### src/rtl/spi_slave.sv
// SPI responder oversampled in the clk domain: captures len bits from mosi and
// returns a word latched at cs fall on miso. Optional macro: SPI_SLAVE_LSB_FIRST_EN.
module spi_slave #(
    parameter int SYNC_STAGES = 2,
    parameter int W           = 32
) (
    input  logic         clk,
    input  logic         rst,
    input  logic         mode,
    input  logic [4:0]   len,
    input  logic [W-1:0] tx_data,
    input  logic         sck,
    input  logic         cs,
    input  logic         mosi,
    output logic         miso,
    output logic         miso_oe,
    output logic [W-1:0] rx_data,
    output logic         valid,
    output logic         busy,
    output logic         abort
);

    localparam int IW = (W > 1) ? $clog2(W) : 1;

    typedef enum logic [1:0] {
        S_IDLE,
        S_SHIFT,
        S_LATCH,
        S_DONE
    } state_t;

    // Index 0 = sck, 1 = cs, 2 = mosi.
    logic [2:0]             in_async;
    logic [SYNC_STAGES-1:0] sync_q [3];
    logic [SYNC_STAGES-1:0] sync_d [3];
    logic                   hist_q [3];
    logic                   hist_d [3];

    assign in_async = {mosi, cs, sck};

    always_comb begin
        for (int i = 0; i < 3; i++) begin
            sync_d[i] = {sync_q[i][SYNC_STAGES-2:0], in_async[i]};
            hist_d[i] = sync_q[i][SYNC_STAGES-1];
        end
    end

    // cs resets as "low" so a frame can only start after cs has been seen high.
    generate
        for (genvar gi = 0; gi < 3; gi++) begin : g_sync
            always_ff @(posedge clk) begin
                if (rst) begin
                    sync_q[gi] <= '0;
                    hist_q[gi] <= 1'b0;
                end else begin
                    sync_q[gi] <= sync_d[gi];
                    hist_q[gi] <= hist_d[gi];
                end
            end
        end
    endgenerate

    logic sck_now, cs_now, mosi_now;
    logic sck_rise, sck_fall, cs_rise, cs_fall;

    assign sck_now  = sync_q[0][SYNC_STAGES-1];
    assign cs_now   = sync_q[1][SYNC_STAGES-1];
    assign mosi_now = sync_q[2][SYNC_STAGES-1];
    assign sck_rise =  sck_now & ~hist_q[0];
    assign sck_fall = ~sck_now &  hist_q[0];
    assign cs_rise  =  cs_now  & ~hist_q[1];
    assign cs_fall  = ~cs_now  &  hist_q[1];

    state_t         state_q, state_d;
    logic [5:0]     cnt_q, cnt_d;
    logic [5:0]     len_q, len_d;
    logic           mode_q, mode_d;
    logic [W-1:0]   tx_q, tx_d;
    logic [W-1:0]   rx_sr_q, rx_sr_d;
    logic [W-1:0]   rx_data_q, rx_data_d;
    logic           miso_q, miso_d;
    logic           miso_oe_q, miso_oe_d;
    logic           busy_q, busy_d;
    logic           valid_q, valid_d;
    logic           abort_q, abort_d;

    logic [5:0]     len_in;
    logic [5:0]     cnt_inc;
    logic           last_bit;
    logic           lead_fall;
    logic           advance;
    logic [IW-1:0]  first_idx;
    logic [IW-1:0]  next_idx;
`ifdef SPI_SLAVE_LSB_FIRST_EN
    logic [IW-1:0]  rx_idx;
`endif

    assign len_in    = (len == 5'd0) ? 6'd32 : {1'b0, len};
    assign cnt_inc   = cnt_q + 6'd1;
    assign last_bit  = sck_rise && (cnt_inc == len_q);
    // Only mode 3 can present a falling edge before the first bit.
    assign lead_fall = mode_q && (cnt_q == 6'd0);
    assign advance   = sck_fall && !lead_fall && (cnt_q != 6'd0);

`ifdef SPI_SLAVE_LSB_FIRST_EN
    assign first_idx = '0;
    assign next_idx  = IW'(cnt_q);
    assign rx_idx    = IW'(len_q - 6'd1 - cnt_q);
`else
    assign first_idx = IW'(len_in - 6'd1);
    assign next_idx  = IW'(len_q - 6'd1 - cnt_q);
`endif

    always_comb begin
        state_d   = state_q;
        cnt_d     = cnt_q;
        len_d     = len_q;
        mode_d    = mode_q;
        tx_d      = tx_q;
        rx_sr_d   = rx_sr_q;
        rx_data_d = rx_data_q;
        miso_d    = miso_q;
        miso_oe_d = miso_oe_q;
        busy_d    = busy_q;
        valid_d   = 1'b0;
        abort_d   = 1'b0;

        case (state_q)
            S_IDLE: begin
                if (cs_fall) begin
                    len_d     = len_in;
                    mode_d    = mode;
                    tx_d      = tx_data;
                    cnt_d     = 6'd0;
                    rx_sr_d   = '0;
                    miso_d    = tx_data[first_idx];
                    miso_oe_d = 1'b1;
                    busy_d    = 1'b1;
                    state_d   = S_SHIFT;
                end
            end
            S_SHIFT: begin
                if (sck_rise) begin
`ifdef SPI_SLAVE_LSB_FIRST_EN
                    rx_sr_d[rx_idx] = mosi_now;
`else
                    rx_sr_d = {rx_sr_q[W-2:0], mosi_now};
`endif
                    cnt_d = cnt_inc;
                    if (last_bit) begin
                        miso_d  = 1'b0;
                        state_d = S_LATCH;
                    end
                end else if (advance) begin
                    miso_d = tx_q[next_idx];
                end
                // A final bit sampled together with cs rise still completes the frame.
                if (cs_rise && !last_bit) begin
                    abort_d   = 1'b1;
                    miso_d    = 1'b0;
                    miso_oe_d = 1'b0;
                    busy_d    = 1'b0;
                    state_d   = S_IDLE;
                end
            end
            S_LATCH: begin
                rx_data_d = rx_sr_q;
                valid_d   = 1'b1;
                state_d   = S_DONE;
            end
            S_DONE: begin
                if (cs_now) begin
                    miso_d    = 1'b0;
                    miso_oe_d = 1'b0;
                    busy_d    = 1'b0;
                    state_d   = S_IDLE;
                end
            end
            default: begin
                state_d = S_IDLE;
            end
        endcase
    end

    always_ff @(posedge clk) begin
        if (rst) begin
            state_q   <= S_IDLE;
            cnt_q     <= 6'd0;
            len_q     <= 6'd0;
            mode_q    <= 1'b0;
            tx_q      <= '0;
            rx_sr_q   <= '0;
            rx_data_q <= '0;
            miso_q    <= 1'b0;
            miso_oe_q <= 1'b0;
            busy_q    <= 1'b0;
            valid_q   <= 1'b0;
            abort_q   <= 1'b0;
        end else begin
            state_q   <= state_d;
            cnt_q     <= cnt_d;
            len_q     <= len_d;
            mode_q    <= mode_d;
            tx_q      <= tx_d;
            rx_sr_q   <= rx_sr_d;
            rx_data_q <= rx_data_d;
            miso_q    <= miso_d;
            miso_oe_q <= miso_oe_d;
            busy_q    <= busy_d;
            valid_q   <= valid_d;
            abort_q   <= abort_d;
        end
    end

    assign miso    = miso_q;
    assign miso_oe = miso_oe_q;
    assign rx_data = rx_data_q;
    assign valid   = valid_q;
    assign busy    = busy_q;
    assign abort   = abort_q;

endmodule

### config.mk
export PLATFORM = sky130hd
export DESIGN_NAME = spi_slave
export DESIGN_NICKNAME = d
export VERILOG_FILES = /design/src/rtl/spi_slave.sv
export SDC_FILE = /design/constraint.sdc
export NUM_CORES = 1
export LEC_CHECK = 0
export CAP_MARGIN = 0
export CORE_MARGIN = 1.5
export CORE_UTILIZATION = 45
export CTS_CLUSTER_DIAMETER = 80
export DETAILED_ROUTE_END_ITERATION = 16
export PLACE_DENSITY = 0.68
export SETUP_SLACK_MARGIN = 0.05
export SLEW_MARGIN = 15
export SYNTH_ARGS = -nofsm -noshare
export SYNTH_HDL_FRONTEND = slang
export SYNTH_SLANG_ARGS = --single-unit
### constraint.sdc
create_clock -name clk -period 5.45 [get_ports clk]
set_input_delay 1.635 -clock clk [delete_from_list [all_inputs] [get_ports clk]]
set_output_delay 1.635 -clock clk [all_outputs]
set_load 0.01 [all_outputs]
==> metrics <==
EDFF count, synth 0; Crit Path Max Fanout 9; FF-to-FF Start cnt_q[0]; global placement routability congestion 0.8390; Post-Synthesis Net Count 695; Yosys warnings 0; Pre-antenna DRT Iters 7; GRT overflow 0; DRC 0; Final Instance Area 6733 um^2; largest family of logic cells by synthesized area simple AND/OR/NAND/NOR gates; MaxCap Viol Count 0; Die H 111.8 um; total die area 12490 um^2; Antenna diodes 0; CTS buffer count 17; Final setup viols 0; Syn Inst Count 644; utilization after layout 58.71%; CTS max path bufs 2; Fillers 1043; CP Class in2reg; Placed Area 6131 um^2; remaining antenna violation count after routing 0; TNS Setup 0 ns; Skew-Pair Late Insertion Delay 0.41 ns; Async SR Flop Fraction 0%; post-synth cell types 44; post-CTS setup buffer count 0; layout cells sized above 1 8.333%; Routed met1 length 5.608 mm; fin nets 747; simple-gate share of the synthesized area 22.94%; power after layout 0.002161 W; routed via count 4613; post-synthesis xor/xnor area fraction 2.327%; period utilisation layout 77.15%; ys flop type dfxtp_1; top-area cell type share of the netlist area 45.88%; Peak VDD IR 228.5 uV; synthesized area per cell 8.267 um^2; worst min path class reg2reg; # port buffers 78; first-pass GRT wire length 20.46 mm; Slowest cell on crit path clkdlybuf4s50_1; Routed WL per cell 14.38 um; CTS tree yes; std cell rows 39; Met2 Wirelength 6.040 mm; main area contributors after synthesis dfxtp_1 (46%), nand2_1 (13%), a21oi_1 (11%); synthesized-area fraction occupied by adder cells 2.021%; htree depth 4; Final Slew Violations 0; worst r2r dst miso; max incr delay on CP 0.69 ns; leakage 2.323 nW; Syn Std Cell Area 5324 um^2; Final Hold Vio Count 0; Min-Delay Path Depth 1; CTS Hold Buffers Added 0; FMAX 237.8 MHz; final hold slack 0.4365 ns; Seq/Total Area, Yosys 45.88%; uppermost layer routed met4; cell taking the most area after synthesis dfxtp_1; path depth of the worst reg2reg path 9; Slew HR 44.62%; crit path time final 4.205 ns; Worst EP arrival 4.47 ns; Tot GR Track Use 20.01%; count leader, synth nand2_1; Met3 Wirelength 434 um; compound-gate portion of the synthesized area 14.48%; hold wc startpoint sync_q[2][0]; Via density 5.421; startpoint types input port; critical path's top delay family buffers and inverters; pwr/cell area 320.9 nW/um^2; initial core utilization 46.43%; status complete, no violations; Worst Tran Pin Value 0.8306 ns; Sinks on Clock Net 122; Clock Skews 0.007045 ns; Root Driver clkbuf_16; flop2flop setup slack 2.49 ns; crit path buf inv count 2; endpoint type of the worst setup path flop; mux contribution to synthesized area 8.155%; DP HPWL 8.065 mm; core area 11470 um^2; WL final 12.24 mm; clock transition at the registers of the reported paths 0.06 ns; Yosys reg bits 122; Layout area overhead 26.46%; initial antenna violation count 0; vias in the first global route 4383; hold worst-path end sync_q[2][1]; crit path cell chain clkdlybuf4s50_1, inv_1, ha_1, xor2_4, mux4_1, mux2_2, a31oi_1, a21boi_2, a41oi_2; Critical Path Start len[0]; num ports 80; most instantiated cells after synthesis nand2_1 (181), dfxtp_1 (122), a21oi_1 (118); CP Data Required Time 5.71 ns; Iter 0 DRT Violations 221; Chip Width 111.8 um; largest net degree at the start of global routing 83; Post-CTS Resized 0; RSZ-0062 raised after global routing no
[layout make-up]
cell class              count  area [um^2]  area share (%)
inverters                   6        22.52          0.3345
clock buffers              19        442.9           6.579
clock inverters            12        148.9           2.211
flip-flops and latches    122         2442           36.28
multi-input cells         466         2681           39.83
well taps                 143        178.9           2.658
repair buffers             83        815.8           12.12
[registers in the layout, indices dropped and copies added, names as in the netlist, named ones only]
signal,count
rx_data,32
rx_sr_q,32
tx_q,32
cnt_q,6
len_q,6
sync_q,6
hist_q,2
abort,1
busy,1
miso,1
state_q,1
valid,1
[worst max-delay path by stage]
stage               endpoint  cells after the start
finish                  miso                      9
global route            miso                      9
CTS                     miso                      9
detailed placement      miso                      9
global placement        miso                      9
floorplan               miso                      9
[metrics by stage]
stage	std cells	setup slack (ns)
after detailed placement	820	0.8581
after global routing	851	1.126
after CTS	851	1.281
after global placement	820	0.9204
after floorplan	644	1.542
final	851	1.245
[cell families (layout without fill, tap and decap cells)]
logic type	Yosys count	count (layout)
AO/OA/AOI/OAI	143	143
XOR/XNOR	12	12
adder cells (fa/ha/maj)	8	8
buffers and inverters	56	120
flip-flops	122	122
multiplexers	24	24
AND/OR/NAND/NOR	279	279
[power breakdown]
| group | switching [W] | internal, W | total [W] |
|---|---|---|---|
| sequential | 0.00000584 | 0.000901 | 0.000907 |
| clock | 0.000391 | 0.000726 | 0.00112 |
| combinational | 0.0000700 | 0.0000663 | 0.000136 |
[routing by layer]
| layer | vias to the layer above | global-route usage [%] |
|---|---|---|
| li1 | 2304 | - |
| met1 | 2208 | 25.09 |
| met2 | 89 | 33.82 |
| met3 | 12 | 4.736 |
| met4 | 0 | 6.835 |
| met5 | - | 0 |
[layout by cell type (no fill, tap or decap), drive strengths merged, types with 6 or more instances in the layout]
master | Yosys | final
nand2 | 181 | 181
dfxtp | 122 | 122
a21oi | 118 | 118
clkdlybuf4s50 | 0 | 77
nand3 | 43 | 43
clkbuf | 41 | 19
nor2b | 15 | 15
mux4 | 14 | 14
nor2 | 13 | 13
o21ai | 9 | 9
mux2i | 7 | 7
ha | 7 | 7
inv | 6 | 7
clkinv | 0 | 7
xnor2 | 6 | 6
buf | 9 | 6
xor2 | 6 | 6
Power figures use the tool's default switching activity.
